File: src/rtl/button_pkg.sv
// Shared definitions for the pushbutton conditioner: FSM state encoding and default timing.
package button_pkg;

    localparam int unsigned DEFAULT_DEBOUNCE_CYCLES = 4;
    localparam int unsigned DEFAULT_LONG_CYCLES     = 16;
    localparam int unsigned COUNT_W                 = 6;

    typedef enum logic [1:0] {
        ST_RELEASED        = 2'd0,
        ST_CONFIRM_PRESS   = 2'd1,
        ST_PRESSED         = 2'd2,
        ST_CONFIRM_RELEASE = 2'd3
    } state_t;

    // Debounced level is high once a press has been accepted until its release is accepted.
    function automatic logic is_level(input state_t s);
        return (s == ST_PRESSED) || (s == ST_CONFIRM_RELEASE);
    endfunction

    function automatic logic is_busy(input state_t s);
        return (s == ST_CONFIRM_PRESS) || (s == ST_CONFIRM_RELEASE);
    endfunction

endpackage

File: src/rtl/sync_2ff.sv
// Two-flop synchronizer for an asynchronous single-bit input.
module sync_2ff (
    input  logic clk,
    input  logic reset,
    input  logic d,
    output logic q
);

    logic meta;

    always_ff @(posedge clk) begin
        if (reset) begin
            meta <= 1'b0;
            q    <= 1'b0;
        end else begin
            meta <= d;
            q    <= meta;
        end
    end

endmodule

File: src/rtl/button_conditioner.sv
// Pushbutton debouncer with press/release/long-press strobes and a wrapping press counter.
module button_conditioner
    import button_pkg::*;
#(
    parameter int unsigned DEBOUNCE_CYCLES = DEFAULT_DEBOUNCE_CYCLES,
    parameter int unsigned LONG_CYCLES     = DEFAULT_LONG_CYCLES
) (
    input  logic               clk,
    input  logic               reset,
    input  logic               btn_in,
    input  logic               count_clear,
    output logic               btn_level,
    output logic               press_pulse,
    output logic               release_pulse,
    output logic               long_pulse,
    output logic [COUNT_W-1:0] press_count,
    output logic               busy
);

    localparam int unsigned STABLE_W = (DEBOUNCE_CYCLES > 1) ? $clog2(DEBOUNCE_CYCLES) : 1;
    localparam int unsigned HOLD_W   = $clog2(LONG_CYCLES + 1);

    localparam logic [STABLE_W-1:0] STABLE_LAST = STABLE_W'(DEBOUNCE_CYCLES - 1);
    localparam logic [HOLD_W-1:0]   HOLD_MAX    = HOLD_W'(LONG_CYCLES);
    localparam logic [HOLD_W-1:0]   HOLD_LONG   = HOLD_W'(LONG_CYCLES - 1);

    logic                btn_sync;
    state_t              state_q, state_d;
    logic [STABLE_W-1:0] stable_q, stable_d;
    logic [HOLD_W-1:0]   hold_q, hold_d;
    logic                press_c, release_c, long_c;

    sync_2ff u_sync (
        .clk   (clk),
        .reset (reset),
        .d     (btn_in),
        .q     (btn_sync)
    );

    // State and counter registers
    always_ff @(posedge clk) begin
        if (reset) begin
            state_q  <= ST_RELEASED;
            stable_q <= '0;
            hold_q   <= '0;
        end else begin
            state_q  <= state_d;
            stable_q <= stable_d;
            hold_q   <= hold_d;
        end
    end

    // Next-state, counter and strobe decisions
    always_comb begin
        state_d   = state_q;
        stable_d  = stable_q;
        hold_d    = hold_q;
        press_c   = 1'b0;
        release_c = 1'b0;

        case (state_q)
            ST_RELEASED: begin
                stable_d = '0;
                if (btn_sync) begin
                    state_d  = ST_CONFIRM_PRESS;
                    stable_d = STABLE_W'(1);
                end
            end
            ST_CONFIRM_PRESS: begin
                if (!btn_sync) begin
                    state_d  = ST_RELEASED;
                    stable_d = '0;
                end else if (stable_q == STABLE_LAST) begin
                    state_d  = ST_PRESSED;
                    stable_d = '0;
                    hold_d   = '0;
                    press_c  = 1'b1;
                end else begin
                    stable_d = stable_q + STABLE_W'(1);
                end
            end
            ST_PRESSED: begin
                if (!btn_sync) begin
                    state_d  = ST_CONFIRM_RELEASE;
                    stable_d = STABLE_W'(1);
                end else if (hold_q != HOLD_MAX) begin
                    hold_d = hold_q + HOLD_W'(1);
                end
            end
            ST_CONFIRM_RELEASE: begin
                if (btn_sync) begin
                    state_d  = ST_PRESSED;
                    stable_d = '0;
                end else if (stable_q == STABLE_LAST) begin
                    state_d   = ST_RELEASED;
                    stable_d  = '0;
                    release_c = 1'b1;
                end else begin
                    stable_d = stable_q + STABLE_W'(1);
                end
            end
            default: begin
                state_d  = ST_RELEASED;
                stable_d = '0;
            end
        endcase

        // Hold counter only moves upward and saturates past LONG-1, so this fires once per press
        long_c = (hold_d == HOLD_LONG) && (hold_q != HOLD_LONG);
    end

    // Registered outputs
    always_ff @(posedge clk) begin
        if (reset) begin
            btn_level     <= 1'b0;
            busy          <= 1'b0;
            press_pulse   <= 1'b0;
            release_pulse <= 1'b0;
            long_pulse    <= 1'b0;
            press_count   <= '0;
        end else begin
            btn_level     <= is_level(state_d);
            busy          <= is_busy(state_d);
            press_pulse   <= press_c;
            release_pulse <= release_c;
            long_pulse    <= long_c;
            if (count_clear) begin
                press_count <= '0;
            end else if (press_c) begin
                press_count <= press_count + COUNT_W'(1);
            end
        end
    end

endmodule

File: config.mk
export PLATFORM = sky130hd
export DESIGN_NAME = button_conditioner
export DESIGN_NICKNAME = d
export VERILOG_FILES = /design/src/rtl/button_pkg.sv /design/src/rtl/sync_2ff.sv /design/src/rtl/button_conditioner.sv
export SDC_FILE = /design/constraint.sdc
export NUM_CORES = 1
export LEC_CHECK = 0
export BUFFER_PORTS_ARGS = -buffer_cell sky130_fd_sc_hd__buf_2
export CAP_MARGIN = 5
export CORE_MARGIN = 1
export CORE_UTILIZATION = 45
export DETAILED_ROUTE_END_ITERATION = 7
export HOLD_SLACK_MARGIN = 0.08
export PLACE_DENSITY = 0.74
export SLEW_MARGIN = 10
export SYNTH_ARGS = -nofsm -noshare
export SYNTH_HDL_FRONTEND = slang
export SYNTH_HIERARCHICAL = 1
export SYNTH_SLANG_ARGS = --single-unit
File: constraint.sdc
create_clock -name clk -period 3.27 [get_ports clk]
set_clock_uncertainty 0.1 [all_clocks]
set_input_delay 0.654 -clock clk [delete_from_list [all_inputs] [get_ports clk]]
set_output_delay 0.654 -clock clk [all_outputs]
set_load 0.02 [all_outputs]
==> flow_metrics.env <==
export IMPL_drv_cap=0
export IMPL_clk_transition_reported_paths_ps=120
export IMPL_synth_nets=136
export IMPL_cts_tree="yes"
export IMPL_drt_initial_drc_count=20
export IMPL_synthArstFlopShare=0
export IMPL_grt_usage=0.183
export IMPL_gp_congestion=0.856
export IMPL_worst_setup_path_start_kind="flop"
export IMPL_diodes=0
export IMPL_dr_pass1_iters=4
export IMPL_synth_edf_count=0
export IMPL_cts_buffers=3
export IMPL_syn_avg_cell_area_um2=8.75
export IMPL_ctsHtreeMaxLevel=1
export IMPL_routed_via_density=5.42
export IMPL_drc=0
export IMPL_drt_total_wl_um=1990
export IMPL_syn_to_final_growth_pct=10.1
export IMPL_hold_buffers=0
export IMPL_cts_sinks=21
export IMPL_clockBufferDepth=2
export IMPL_ys_seq_elements=21
export IMPL_io_buffers=14
export IMPL_grt_max_degree=16
export IMPL_synth_area_top_cells="dfxtp_1, ha_1, nor2_1"
export IMPL_cellPowerDensity_nw_per_um2=345
export IMPL_fmax_mhz=486
export IMPL_fin_crit_sh=0.629
export IMPL_worst_slew_pin_slew_ps=470
export IMPL_start_util=0.482
export IMPL_ios=15
export IMPL_period_needed_ps=2060
export IMPL_cp_max_fo=13
export IMPL_final_core_util=0.531
export IMPL_overflow=0
export IMPL_synth_top_area_frac=0.391
export IMPL_cellLeakagePower_nw=0.511
export IMPL_syn_cell_area_um2=1080
export IMPL_syn_inst=123
export IMPL_die_h_um=50.9
export IMPL_synth_top_flop_cell="dfxtp_1"
export IMPL_grt_first_pass_wirelength_um=3570
export IMPL_setup_violations=0
export IMPL_crit_type="flop to flop"
export IMPL_post_cts_resized=0
export IMPL_insertion_delay_ps=300
export IMPL_hp_class="flop to flop"
export IMPL_tns_ps=0
export IMPL_status="completed"
export IMPL_wl_per_cell_um=12.2
export IMPL_end_kind="flop"
export IMPL_yosysWarnings=6
export IMPL_finalHoldViolCount=0
export IMPL_ant_nets=0
export IMPL_dp_hpwl_um=1490
export IMPL_nets=150
export IMPL_post_cts_buffers=0
export IMPL_worstPathArrival_ps=2180
export IMPL_antenna_found_initial=0
export IMPL_design_core_area_um2=2230
export IMPL_grt_pass1_vias=854
export IMPL_root_buffer="clkbuf_4"
export IMPL_crit_required_ps=3390
export IMPL_num_rows=17
export IMPL_synth_distinct_cells=34
export IMPL_drv_slew=0
export IMPL_rsz0062_at_grt="no"
export IMPL_die_w_um=50.9
export IMPL_drive_gt1_frac=0.191
export IMPL_synth_top_area_cell="dfxtp_1"
export IMPL_vias=889
export IMPL_ir_drop_mv=0.248
export IMPL_die_area_um2=2590
export IMPL_ys_seq_area_frac=0.391
export IMPL_relSlewSlack=0.687
critical path, stage by stage, from the launching register on:
cell      delay, ps
dfxtp_1         440
ha_1            460
nand3_1         220
nor2_1          190
a21o_1          160
nand4b_1        150
nor4b_2         250
where the power goes:
part	switching, W	total [W]	internal [W]
logic	0.0000149	0.0000241	0.00000922
clock network	0.0000772	0.000123	0.0000455
registers	0.00000316	0.000262	0.000259
kinds of logic (layout without fill, tap and decap cells):
| logic type | Yosys count | after routing | synth area share |
|---|---|---|---|
| buffers and inverters | 12 | 25 | 0.0465 |
| muxes | 2 | 2 | 0.0198 |
| DFF | 21 | 21 | 0.391 |
| and+or+nand+nor | 52 | 52 | 0.265 |
| adders and majority gates | 9 | 9 | 0.105 |
| AOI/OAI and AO/OA | 23 | 23 | 0.141 |
| xor gates and xnor gates | 4 | 4 | 0.0326 |
synthesized netlist by cell type, types with 2 or more instances:
library cell   n
or2_2          2
nor2b_1        4
o21ai_1        3
xor2_1         3
nor2_1        18
a21oi_1        6
nand4b_1       2
dfxtp_1       21
nand2b_1       3
and3_1         2
a221oi_1       2
nand2_1        7
inv_1          7
clkbuf_1       3
a31oi_1        3
ha_1           9
a32o_2         2
nor3_1         2
nand3_1        5
o21ai_0        2
a21o_1         4
cell usage in the layout (no fill, tap or decap), drive strengths merged:
cell type,netlist,final
a211oi,1,1
a21o,4,4
a21oi,6,6
a221oi,2,2
a31oi,3,3
a32o,2,2
and3,2,2
and4,1,1
and4bb,1,1
buf,2,14
clkbuf,3,3
clkinv,0,1
dfxtp,21,21
ha,9,9
inv,7,7
mux2,1,1
mux2i,1,1
nand2,7,7
nand2b,3,3
nand3,6,6
nand4,1,1
nand4b,2,2
nor2,18,18
nor2b,4,4
nor3,2,2
nor3b,1,1
nor4b,1,1
o21ai,5,5
or2,2,2
or3,1,1
xnor2,1,1
xor2,3,3
through the flow:
stage	std cells	power, W	setup slack [ps]	hold WS, ps	instance area (um^2)
2_1_floorplan	123	0.000285	1300	314	1080
3_3_place_gp	160	0.000291	1290	326	1160
6_report	164	0.000409	1210	348	1180
5_1_grt	164	0.000428	1030	378	1180
3_5_place_dp	160	0.000292	1260	327	1160
4_1_cts	164	0.000417	1210	354	1180
cell type report:
type / instances / area [um^2]
Fill cell: 225 / 1050
Clock buffer: 3 / 22.5
Tap cell: 28 / 35.0
Clock inverter: 1 / 5.00
Inverter: 7 / 26.3
Timing Repair Buffer: 14 / 70.1
Sequential cell: 21 / 420
Multi-Input combinational cell: 90 / 606
path summary, 6_finish.rpt:
path                     from          to  slack (ps)  cells after the start
setup reg to reg   state_q[1]  long_pulse        1210                      6
hold / removal    u_sync/meta    u_sync/q         350                      1
hold reg to reg   u_sync/meta    u_sync/q         350                      1
setup / recovery   state_q[1]  long_pulse        1210                      6
flip-flops by register name, indices dropped and copies added (netlist names):
register,flops
u_sync/meta,1
hold_q,5
state_q,2
u_sync/q,1
long_pulse,1
release_pulse,1
busy,1
press_count,6
stable_q,2
press_pulse,1
layer usage:
| layer | GRT usage | part of all wire | vias up | wire length, um |
|---|---|---|---|---|
| met4 | 0.106 | 0.0085 | 0 | 17 |
| li1 | - | - | 453 | - |
| met1 | 0.232 | 0.49 | 416 | 982 |
| met3 | 0.0417 | 0.033 | 2 | 66 |
| met5 | 0 | 0 | - | 0 |
| met2 | 0.281 | 0.46 | 18 | 926 |
(Power assumes the default switching activity.)
